File: src/rtl/wb_arb_pkg.sv
// Shared types and defaults for the two-master Wishbone arbiter.
// Latency: none (declarations only).
// Backpressure: none (declarations only).
package wb_arb_pkg;

    localparam int DEF_CNT_W   = 4;
    localparam int DEF_TIMEOUT = 1024;

    typedef enum logic [1:0] {
        ARB_IDLE = 2'd0,
        ARB_GNT0 = 2'd1,
        ARB_GNT1 = 2'd2
    } arb_state_t;

    // Per-master response bundle built from the slave side and the grant.
    typedef struct packed {
        logic ack;
        logic err;
        logic stall;
    } wb_rsp_t;

    // Index of the master that wins a simultaneous request: the one not served last.
    function automatic logic tie_winner(input logic last);
        return ~last;
    endfunction

endpackage

File: src/rtl/wb_arb_watchdog.sv
// Hung-cycle detector: counts busy cycles without an ack and fires on the terminal count.
// Latency: fire is combinational in the TIMEOUT-th consecutive busy, ack-less cycle.
// Backpressure: none; clears itself on fire, on any ack, when idle, or on clr.
module wb_arb_watchdog
    import wb_arb_pkg::*;
#(
    parameter int TIMEOUT = DEF_TIMEOUT
) (
    input  logic i_clk,
    input  logic i_rst_n,
    input  logic busy,
    input  logic ack,
    input  logic clr,
    output logic fire
);

    localparam int              WD_W    = $clog2(TIMEOUT);
    localparam logic [WD_W-1:0] WD_LAST = WD_W'(TIMEOUT - 1);

    logic [WD_W-1:0] wd;

    assign fire = busy & ~ack & (wd == WD_LAST);

    // Count consecutive cycles that have transfers in flight but see no ack.
    always_ff @(posedge i_clk or negedge i_rst_n) begin
        if (!i_rst_n) begin
            wd <= '0;
        end else if (clr || fire || ack || !busy) begin
            wd <= '0;
        end else begin
            wd <= wd + WD_W'(1);
        end
    end

endmodule

File: src/rtl/wb_arbiter2.sv
// Two-master to one-slave pipelined Wishbone arbiter: round-robin grant, cycle lock, watchdog.
// Latency: grant one edge after cyc rises in IDLE; stb/ack/data/stall pass through combinationally.
// Backpressure: non-owner always stalled; owner stalled by slave stall or a full outstanding count.
module wb_arbiter2
    import wb_arb_pkg::*;
#(
    parameter int CNT_W   = DEF_CNT_W,
    parameter int TIMEOUT = DEF_TIMEOUT
) (
    input  logic        i_clk,
    input  logic        i_rst_n,
    input  logic        i_m0_cyc,
    input  logic        i_m0_stb,
    input  logic        i_m0_we,
    input  logic [31:0] i_m0_addr,
    input  logic [31:0] i_m0_data,
    output logic        o_m0_ack,
    output logic        o_m0_err,
    output logic        o_m0_stall,
    output logic [31:0] o_m0_data,
    input  logic        i_m1_cyc,
    input  logic        i_m1_stb,
    input  logic        i_m1_we,
    input  logic [31:0] i_m1_addr,
    input  logic [31:0] i_m1_data,
    output logic        o_m1_ack,
    output logic        o_m1_err,
    output logic        o_m1_stall,
    output logic [31:0] o_m1_data,
    output logic        o_s_cyc,
    output logic        o_s_stb,
    output logic        o_s_we,
    output logic [31:0] o_s_addr,
    output logic [31:0] o_s_data,
    input  logic        i_s_ack,
    input  logic        i_s_stall,
    input  logic [31:0] i_s_data
);

    localparam logic [CNT_W-1:0] CNT_MAX = '1;

    arb_state_t       state, state_nxt;
    logic             last, last_nxt;
    logic [CNT_W-1:0] count, count_nxt;

    logic        own_cyc, own_stb, own_we;
    logic [31:0] own_addr, own_data;
    logic        grant0, grant1;
    logic        sat, fire, abort;
    logic        s_take, ack_take;
    logic        wd_busy, wd_clr;
    wb_rsp_t     rsp0, rsp1;

    assign grant0 = (state == ARB_GNT0);
    assign grant1 = (state == ARB_GNT1);
    assign sat    = (count == CNT_MAX);

    // Select the owning master's request; everything reads as zero while idle.
    always_comb begin
        own_cyc  = 1'b0;
        own_stb  = 1'b0;
        own_we   = 1'b0;
        own_addr = 32'h0;
        own_data = 32'h0;
        case (state)
            ARB_GNT0: begin
                own_cyc  = i_m0_cyc;
                own_stb  = i_m0_stb;
                own_we   = i_m0_we;
                own_addr = i_m0_addr;
                own_data = i_m0_data;
            end
            ARB_GNT1: begin
                own_cyc  = i_m1_cyc;
                own_stb  = i_m1_stb;
                own_we   = i_m1_we;
                own_addr = i_m1_addr;
                own_data = i_m1_data;
            end
            default: ;
        endcase
    end

    // The watchdog pulse kills the slave cycle in the same clock it fires.
    assign o_s_cyc  = own_cyc & ~fire;
    assign o_s_stb  = own_cyc & own_stb & ~sat & ~fire;
    assign o_s_we   = own_we;
    assign o_s_addr = own_addr;
    assign o_s_data = own_data;

    // Responses go only to the owner; acks seen while idle fall on the floor.
    always_comb begin
        rsp0.ack   = i_s_ack & grant0 & ~fire;
        rsp0.err   = fire & grant0;
        rsp0.stall = ~grant0 | i_s_stall | sat;
        rsp1.ack   = i_s_ack & grant1 & ~fire;
        rsp1.err   = fire & grant1;
        rsp1.stall = ~grant1 | i_s_stall | sat;
    end

    assign o_m0_ack   = rsp0.ack;
    assign o_m0_err   = rsp0.err;
    assign o_m0_stall = rsp0.stall;
    assign o_m0_data  = i_s_data;
    assign o_m1_ack   = rsp1.ack;
    assign o_m1_err   = rsp1.err;
    assign o_m1_stall = rsp1.stall;
    assign o_m1_data  = i_s_data;

    // Owner letting go of cyc ends the cycle; anything still in flight is abandoned.
    assign abort    = (state != ARB_IDLE) & ~own_cyc;
    assign s_take   = o_s_stb & ~i_s_stall;
    assign ack_take = i_s_ack & (count != '0);

    // Next grant: round-robin from IDLE, locked to the owner until it drops cyc or times out.
    always_comb begin
        state_nxt = state;
        last_nxt  = last;
        case (state)
            ARB_IDLE: begin
                if (i_m0_cyc && i_m1_cyc) begin
                    last_nxt  = tie_winner(last);
                    state_nxt = tie_winner(last) ? ARB_GNT1 : ARB_GNT0;
                end else if (i_m0_cyc) begin
                    last_nxt  = 1'b0;
                    state_nxt = ARB_GNT0;
                end else if (i_m1_cyc) begin
                    last_nxt  = 1'b1;
                    state_nxt = ARB_GNT1;
                end
            end
            ARB_GNT0: if (!i_m0_cyc || fire) state_nxt = ARB_IDLE;
            ARB_GNT1: if (!i_m1_cyc || fire) state_nxt = ARB_IDLE;
            default:  state_nxt = ARB_IDLE;
        endcase
    end

    // Outstanding transfers: up on an accepted strobe, down on an ack, wiped when the cycle ends.
    always_comb begin
        count_nxt = count;
        if ((state == ARB_IDLE) || abort || fire) begin
            count_nxt = '0;
        end else begin
            case ({s_take, ack_take})
                2'b10:   count_nxt = count + CNT_W'(1);
                2'b01:   count_nxt = count - CNT_W'(1);
                default: count_nxt = count;
            endcase
        end
    end

    // Grant state, round-robin pointer and outstanding count.
    always_ff @(posedge i_clk or negedge i_rst_n) begin
        if (!i_rst_n) begin
            state <= ARB_IDLE;
            last  <= 1'b1;
            count <= '0;
        end else begin
            state <= state_nxt;
            last  <= last_nxt;
            count <= count_nxt;
        end
    end

    assign wd_busy = (count != '0);
    assign wd_clr  = abort | (state == ARB_IDLE);

    wb_arb_watchdog #(
        .TIMEOUT (TIMEOUT)
    ) u_watchdog (
        .i_clk   (i_clk),
        .i_rst_n (i_rst_n),
        .busy    (wd_busy),
        .ack     (i_s_ack),
        .clr     (wd_clr),
        .fire    (fire)
    );

endmodule

File: config.mk
export PLATFORM = sky130hd
export DESIGN_NAME = wb_arbiter2
export DESIGN_NICKNAME = d
export VERILOG_FILES = /design/src/rtl/wb_arb_pkg.sv /design/src/rtl/wb_arb_watchdog.sv /design/src/rtl/wb_arbiter2.sv
export SDC_FILE = /design/constraint.sdc
export NUM_CORES = 1
export LEC_CHECK = 0
export BUFFER_PORTS_ARGS = -buffer_cell sky130_fd_sc_hd__buf_4
export CORE_AREA = 2 2 121 123
export DETAILED_ROUTE_END_ITERATION = 10
export DIE_AREA = 0 0 123 125
export SETUP_SLACK_MARGIN = 0.02
export SLEW_MARGIN = 20
export SYNTH_ARGS = -nofsm -noshare
export SYNTH_HDL_FRONTEND = slang
export SYNTH_SLANG_ARGS = --single-unit
File: constraint.sdc
create_clock -name i_clk -period 3.2 [get_ports i_clk]
set_input_delay 0.8 -clock i_clk [delete_from_list [all_inputs] [get_ports i_clk]]
set_output_delay 0.8 -clock i_clk [all_outputs]
set_load 0.01 [all_outputs]
==> results_dict.tcl, run 1 <==
set metrics [dict create \
    synth_top_area_frac 0.194 \
    seq_area_frac_synth 0.167 \
    cts_root_buf "clkbuf_16" \
    grt_pass1_wl_mm 15.1 \
    die_y_um 125 \
    gp_congestion 0.724 \
    wire_per_inst_um 15.8 \
    setup_slack_ns 0.313 \
    coreArea_um2 14200 \
    nNetsFinal 640 \
    drive_gt1_frac 0.503 \
    synth-seq-cells 17 \
    power.leakage_nw 1.79 \
    ys_warn_count 0 \
    power_switching_uw 998 \
    synth_nets 505 \
    synth_area_leaders "a22oi_1 (19%), buf_4 (19%), nor2b_1 (16%)" \
    clk_pin_slew_ns 0.06 \
    synth_edf_count 0 \
    dp_cells 639 \
    critPathKind "in2reg" \
    clock_latency_ns 0.25 \
    fmax_mhz 346 \
    cts.path.max_buffers 2 \
    fin_area_um2 3940 \
    overflow 0 \
    antenna_found_initial 0 \
    max-cap-violations 0 \
    dp_hpwl_mm 8.27 \
    pin_count 307 \
    sw_frac_of_total 0.438 \
    grt_max_degree 66 \
    crit_arrival_ns 3.06 \
    tightest_slew_ns 0.596 \
    area_delta_synth_final_pct 54.3 \
    dpl_cell_area_um2 3830 \
    syn-mean-instance-area_um2 7.80 \
    internal_power_mw 1.28 \
    synthFlopType "dfrtp_1" \
    grt_setup_unrepaired "false" \
    postSynthCellCount 327 \
    die_area_um2 15400 \
    fin_crit_sh 0.902 \
    die_w_um 123 \
    routed_wl_mm 10.2 \
    ys_types 40 \
    crit_required_ns 3.37 \
    finalSetupViolations 0 \
    worstSetupEndpointType "flop" \
    fillers 1544 \
    worstSetupStartpointType "input pin" \
    drc 0 \
    cts_tree "built" \
    syn_area_um2 2550 \
    pwr-share-comb 0.777 \
    cts.sinks 17 \
    num_vias 2877 \
    first_pass_iters 4 \
    hold_class "in2async" \
    ant_nets 0 \
    async_reset_ff_frac 1.00 \
    finalCriticalPeriod_ns 2.89 \
    antenna_cells 0 \
    io_buffer_count 210 \
    cts_buffers 3 \
    cts-htree-levels 1 \
    fin_cells 645 \
    grt_pass1_vias 2871 \
    ir_drop_v 0.000650 \
    power_density_nw_per_um2 579 \
    via_per_inst 4.46 \
    grt_usage 0.122 \
    final_hold_viol_count 0 \
    power_mw 2.28 \
    fin_skew_ns 0.00481 \
    timing.final.max_slew_violations 0 \
    critical_path.max_fanout 5 \
    synth_top_area_cell "a22oi_1" \
    rows 44 \
    preCtsSetupSlack_ns 0.0629 \
    drt_iter0_markers 97 \
    clock_power_share 0.113 \
    tns_ns 0 \
    start_util 0.180 \
    slew_headroom 0.599 \
    status "finished, final reports clean" \
    p_seq_frac 0.110 \
]
==> area by class of cell <==
class	instances	area, um2	share of cell area
Tap cell	184	230	0.0585
Timing Repair Buffer	218	1640	0.416
Sequential cell	17	427	0.108
Inverter	6	22.5	0.00572
Clock buffer	3	75.1	0.0191
Multi-Input combinational cell	216	1540	0.390
Clock inverter	1	7.51	0.00191
==> stage by stage <==
step	util	hold slack [ns]
2_1_floorplan	-	0.448
3_3_place_gp	0.270	0.458
3_5_place_dp	0.270	0.481
4_1_cts	0.276	0.417
5_1_grt	0.277	0.420
6_report	0.277	0.406
==> path summary, 6_finish.rpt <==
check | end | slack [ns] | startpoint | depth (start not counted)
worst max-delay path | count[3]$_DFFE_PN0P_ | 0.31 | i_s_ack | 11
worst min-delay path | u_watchdog.wd[9]$_DFF_PN0_ | 0.41 | i_rst_n | 1
worst max register to register | count[3]$_DFFE_PN0P_ | 0.35 | state[0]$_DFFE_PN0P_ | 12
worst min register to register | u_watchdog.wd[0]$_DFF_PN0_ | 0.49 | u_watchdog.wd[0]$_DFF_PN0_ | 1
max in group asynchronous | last$_DFFE_PN1P_ | 2.54 | i_rst_n | 1
min in group i_clk | u_watchdog.wd[0]$_DFF_PN0_ | 0.49 | u_watchdog.wd[0]$_DFF_PN0_ | 1
==> per-layer routing <==
metal	track usage	part of all wire
met5	0	0
met4	0.0287	0.017
met3	0.0265	0.084
met2	0.207	0.48
met1	0.157	0.42
==> synthesized netlist by cell type (3+ instances only) <==
| cell type | instances |
|---|---|
| buf_4 | 65 |
| dfrtp_1 | 16 |
| a22oi_1 | 66 |
| inv_1 | 6 |
| nand3_1 | 5 |
| nor4_1 | 3 |
| buf_2 | 3 |
| nor2b_1 | 66 |
| xnor2_1 | 6 |
| clkbuf_1 | 18 |
| nand2_1 | 6 |
| xor2_1 | 4 |
| ha_1 | 7 |
| a21oi_1 | 4 |
| and2_1 | 4 |
| nor2_1 | 18 |
==> cell usage in the layout, fill, tap and decap left out, types with 2 or more instances in the layout <==
master     count
buf_4        218
a22oi_1       66
nor2b_1       66
nor2_1        18
dfrtp_1       16
inv_1          6
nand2_1        6
xnor2_1        6
nand3_1        5
xor2_1         4
and2_1         4
a21oi_1        4
ha_1           4
ha_2           3
clkbuf_16      3
nor4_4         2
nand4b_1       2
and4_1         2
nor4_1         2
nor3_1         2
nand4_1        2
==> critical path: stages <==
cell	delay (ns)
buf_4	0.13
nand4b_1	0.24
nor4_4	0.37
nor4_2	0.10
nand2b_1	0.09
ha_1	0.27
ha_1	0.31
a21oi_1	0.25
nand4b_1	0.16
a21o_1	0.21
a21oi_1	0.14
==> state kept, by name, indices dropped and copies added (netlist names) <==
register and flops:
last 1, state 2, count 4, u_watchdog.wd 10
==> power groups by stage <==
stage | clock, mW | sequential, mW | combinational (mW)
global placement | 0 | 0.253 | 1.75
finish | 0.257 | 0.251 | 1.77
global route | 0.268 | 0.253 | 1.93
CTS | 0.257 | 0.251 | 1.79
detailed placement | 0 | 0.255 | 1.78
floorplan | 0 | 0.251 | 1.10
==> what timing repair did <==
action / CTS / global route
hold buffers: 0 / 0
resized for setup: 0 / 1
setup endpoints to repair: 0 / 1
setup buffers: 0 / 2
==> cells by family after synthesis <==
family                   after synthesis  share of synthesized area
flip-flops                            17                      0.167
XOR/XNOR                              10                     0.0343
AO/OA/AOI/OAI                         79                      0.233
AND/OR/NAND/NOR                      118                      0.284
buffers and inverters                 94                      0.236
adder cells (fa/ha/maj)                8                     0.0422
multiplexers                           1                    0.00393
Power figures use the tool's default switching activity.
==> run 2, diff against run 1 <==
--- a/config.mk
+++ b/config.mk
@@ -9,6 +9,8 @@
 export CORE_AREA = 2 2 121 123
 export DETAILED_ROUTE_END_ITERATION = 10
 export DIE_AREA = 0 0 123 125
+export MAX_ROUTING_LAYER = met4
+export REMOVE_ABC_BUFFERS = 1
 export SETUP_SLACK_MARGIN = 0.02
 export SLEW_MARGIN = 20
 export SYNTH_ARGS = -nofsm -noshare
==> run 2 against run 1 <==
- final cell count shrank 0.16%
- worst setup slack lost 0.0029 ns
- non-clock buffer count shrank 1
- count of clock-buffer cells in the layout grew 1
- global-route usage grew 2.6 points
- clock power shrank 3%
- critical path type is now reg2out
- routed wire length grew 19%
- sequential power is essentially flat
- hold slack gained 0.0055 ns
- fmax shrank 0.10%
- utilization shrank 0.079 points
- power shrank 0.35%
- largest power group unchanged
==> results_dict.tcl, run 2 (synthesized netlist as in run 1, its figures left out) <==
set metrics [dict create \
    die_w_um 123 \
    pwr-share-comb 0.780 \
    cp.depth 6 \
    worst_path_largest_cell_delay_ns 0.49 \
    pin_count 307 \
    grt_usage 0.148 \
    cp_slowest_cell "buf_4" \
    dp_hpwl_mm 9.84 \
    routed_wl_mm 12.1 \
    die_area_um2 15400 \
    hold_buffers 0 \
    internal_power_mw 1.28 \
    grt_setup_unrepaired "false" \
    fin_cells 644 \
    antenna_cells 0 \
    hold_class "in2async" \
    grt_pass1_wl_mm 17.0 \
    cts_buffers 3 \
    timing.hold.ws_ns 0.411 \
    clock_power_share 0.110 \
    nNetsFinal 639 \
    final_hold_viol_count 0 \
    grt_pass1_vias 2807 \
    finalSetupViolations 0 \
    crit_family "buffers and inverters" \
    start_util 0.180 \
    status "finished, final reports clean" \
    largest-register "u_watchdog.wd" \
    timing.final.max_slew_violations 0 \
    num_vias 2931 \
    clk_pin_slew_ns 0.05 \
    clock_latency_ns 0.25 \
    top_regs "u_watchdog.wd (10), count (4), state (2)" \
    layout_commonest_cell "buf_4" \
    crit_buf_inv 3 \
    drt_iter0_markers 104 \
    rr_endpoint "count[3]$_DFFE_PN0P_" \
    ant_nets 0 \
    rows 44 \
    fmax_mhz 346 \
    sw_frac_of_total 0.436 \
    power_mw 2.27 \
    power_switching_uw 990 \
    slew_headroom 0.584 \
    fin_crit_sh 0.903 \
    crit_path_end "o_s_data[1]" \
    coreArea_um2 14200 \
    tns_ns 0 \
    drc 0 \
    cts_root_buf "clkbuf_16" \
    drive_gt1_frac 0.500 \
    worstSetupStartpointType "flop" \
    cp_common_cell "buf_4" \
    first_pass_iters 4 \
    cts_resized 0 \
    io_buffer_count 210 \
    r2r-start "count[0]$_DFFE_PN0P_" \
    cts.sinks 17 \
    fin_skew_ns 0.00106 \
    cts-htree-levels 1 \
    wire_per_inst_um 18.9 \
    cts_setup_buffers 0 \
    critical_path.max_fanout 61 \
    final_cell_mix "buf_4 (217), a22oi_1 (66), nor2b_1 (66), nor2_1 (18), dfrtp_1 (16)" \
    worstSetupEndpointType "primary output" \
    ff2ff_path_depth 10 \
    ir_drop_v 0.000392 \
    antenna_found_initial 0 \
    setup.worst_path.start "state[1]$_DFFE_PN0P_" \
    critPathKind "reg2out" \
    crit_path_cell_trace "inv_1, ha_2, buf_4, a22oi_1, nor2b_1, buf_4" \
    power.leakage_nw 1.78 \
    cts_tree "built" \
    max-cap-violations 0 \
    crit_arrival_ns 2.09 \
    p_seq_frac 0.110 \
    overflow 0 \
    tightest_slew_ns 0.623 \
    crit_required_ns 2.40 \
    dp_cells 640 \
    die_y_um 125 \
    power_density_nw_per_um2 579 \
    area_delta_synth_final_pct 53.9 \
    gp_congestion 0.860 \
    via_per_inst 4.55 \
    finalCriticalPeriod_ns 2.89 \
    grt_max_degree 66 \
    r2r_slack_ns 0.32 \
    cts.path.max_buffers 2 \
    largest_register_ffs 10 \
]
[run 2: cell types whose count changed in the layout (fill, tap and decap cells not counted), sizes merged]
cell,delta
clkinvlp,-1
clkbuf,+1
buf,-1
[run 2: worst min path at each step]
| stage | endpoint | slack, ns | cells after the start |
|---|---|---|---|
| detailed placement | u_watchdog.wd[0]$_DFF_PN0_ | 0.48 | 1 |
| finish | count[1]$_DFFE_PN0P_ | 0.41 | 1 |
| global placement | u_watchdog.wd[0]$_DFF_PN0_ | 0.46 | 1 |
| CTS | count[1]$_DFFE_PN0P_ | 0.42 | 1 |
| global route | state[1]$_DFFE_PN0P_ | 0.43 | 1 |
| floorplan | u_watchdog.wd[0]$_DFF_PN0_ | 0.45 | 1 |
[run 2: power groups by stage]
stage                     sequential, mW  clock, mW  combinational, mW
after floorplan                    0.251          0              0.963
after global placement             0.253          0               1.77
final                              0.250      0.250               1.77
after CTS                          0.251      0.258               1.80
after global routing               0.253      0.267               1.93
after detailed placement           0.254          0               1.79
[run 2: through the flow]
stage	instance area (um2)	setup WS, ns	util
2_1_floorplan	1970	-1.01	-
4_1_cts	3920	0.225	0.276
3_3_place_gp	3840	0.254	0.270
3_5_place_dp	3840	0.0916	0.270
5_1_grt	3920	0.106	0.276
6_report	3920	0.310	0.276
[run 2: final cells by class]
class,count,area [um2]
well taps,184,230
multi-input cells,216,1540
clock buffers,4,78.8
inverters,6,22.5
repair buffers,217,1630
flip-flops and latches,17,427
fillers,1532,10300
[run 2: layer usage]
metal  GRT usage  up-vias  wire length [um]
li1            -     1349                 -
met5           -        -                 0
met3      0.0821        4              1730
met2       0.219      188              5250
met1       0.181     1390              5110
met4      0.0180        0                57
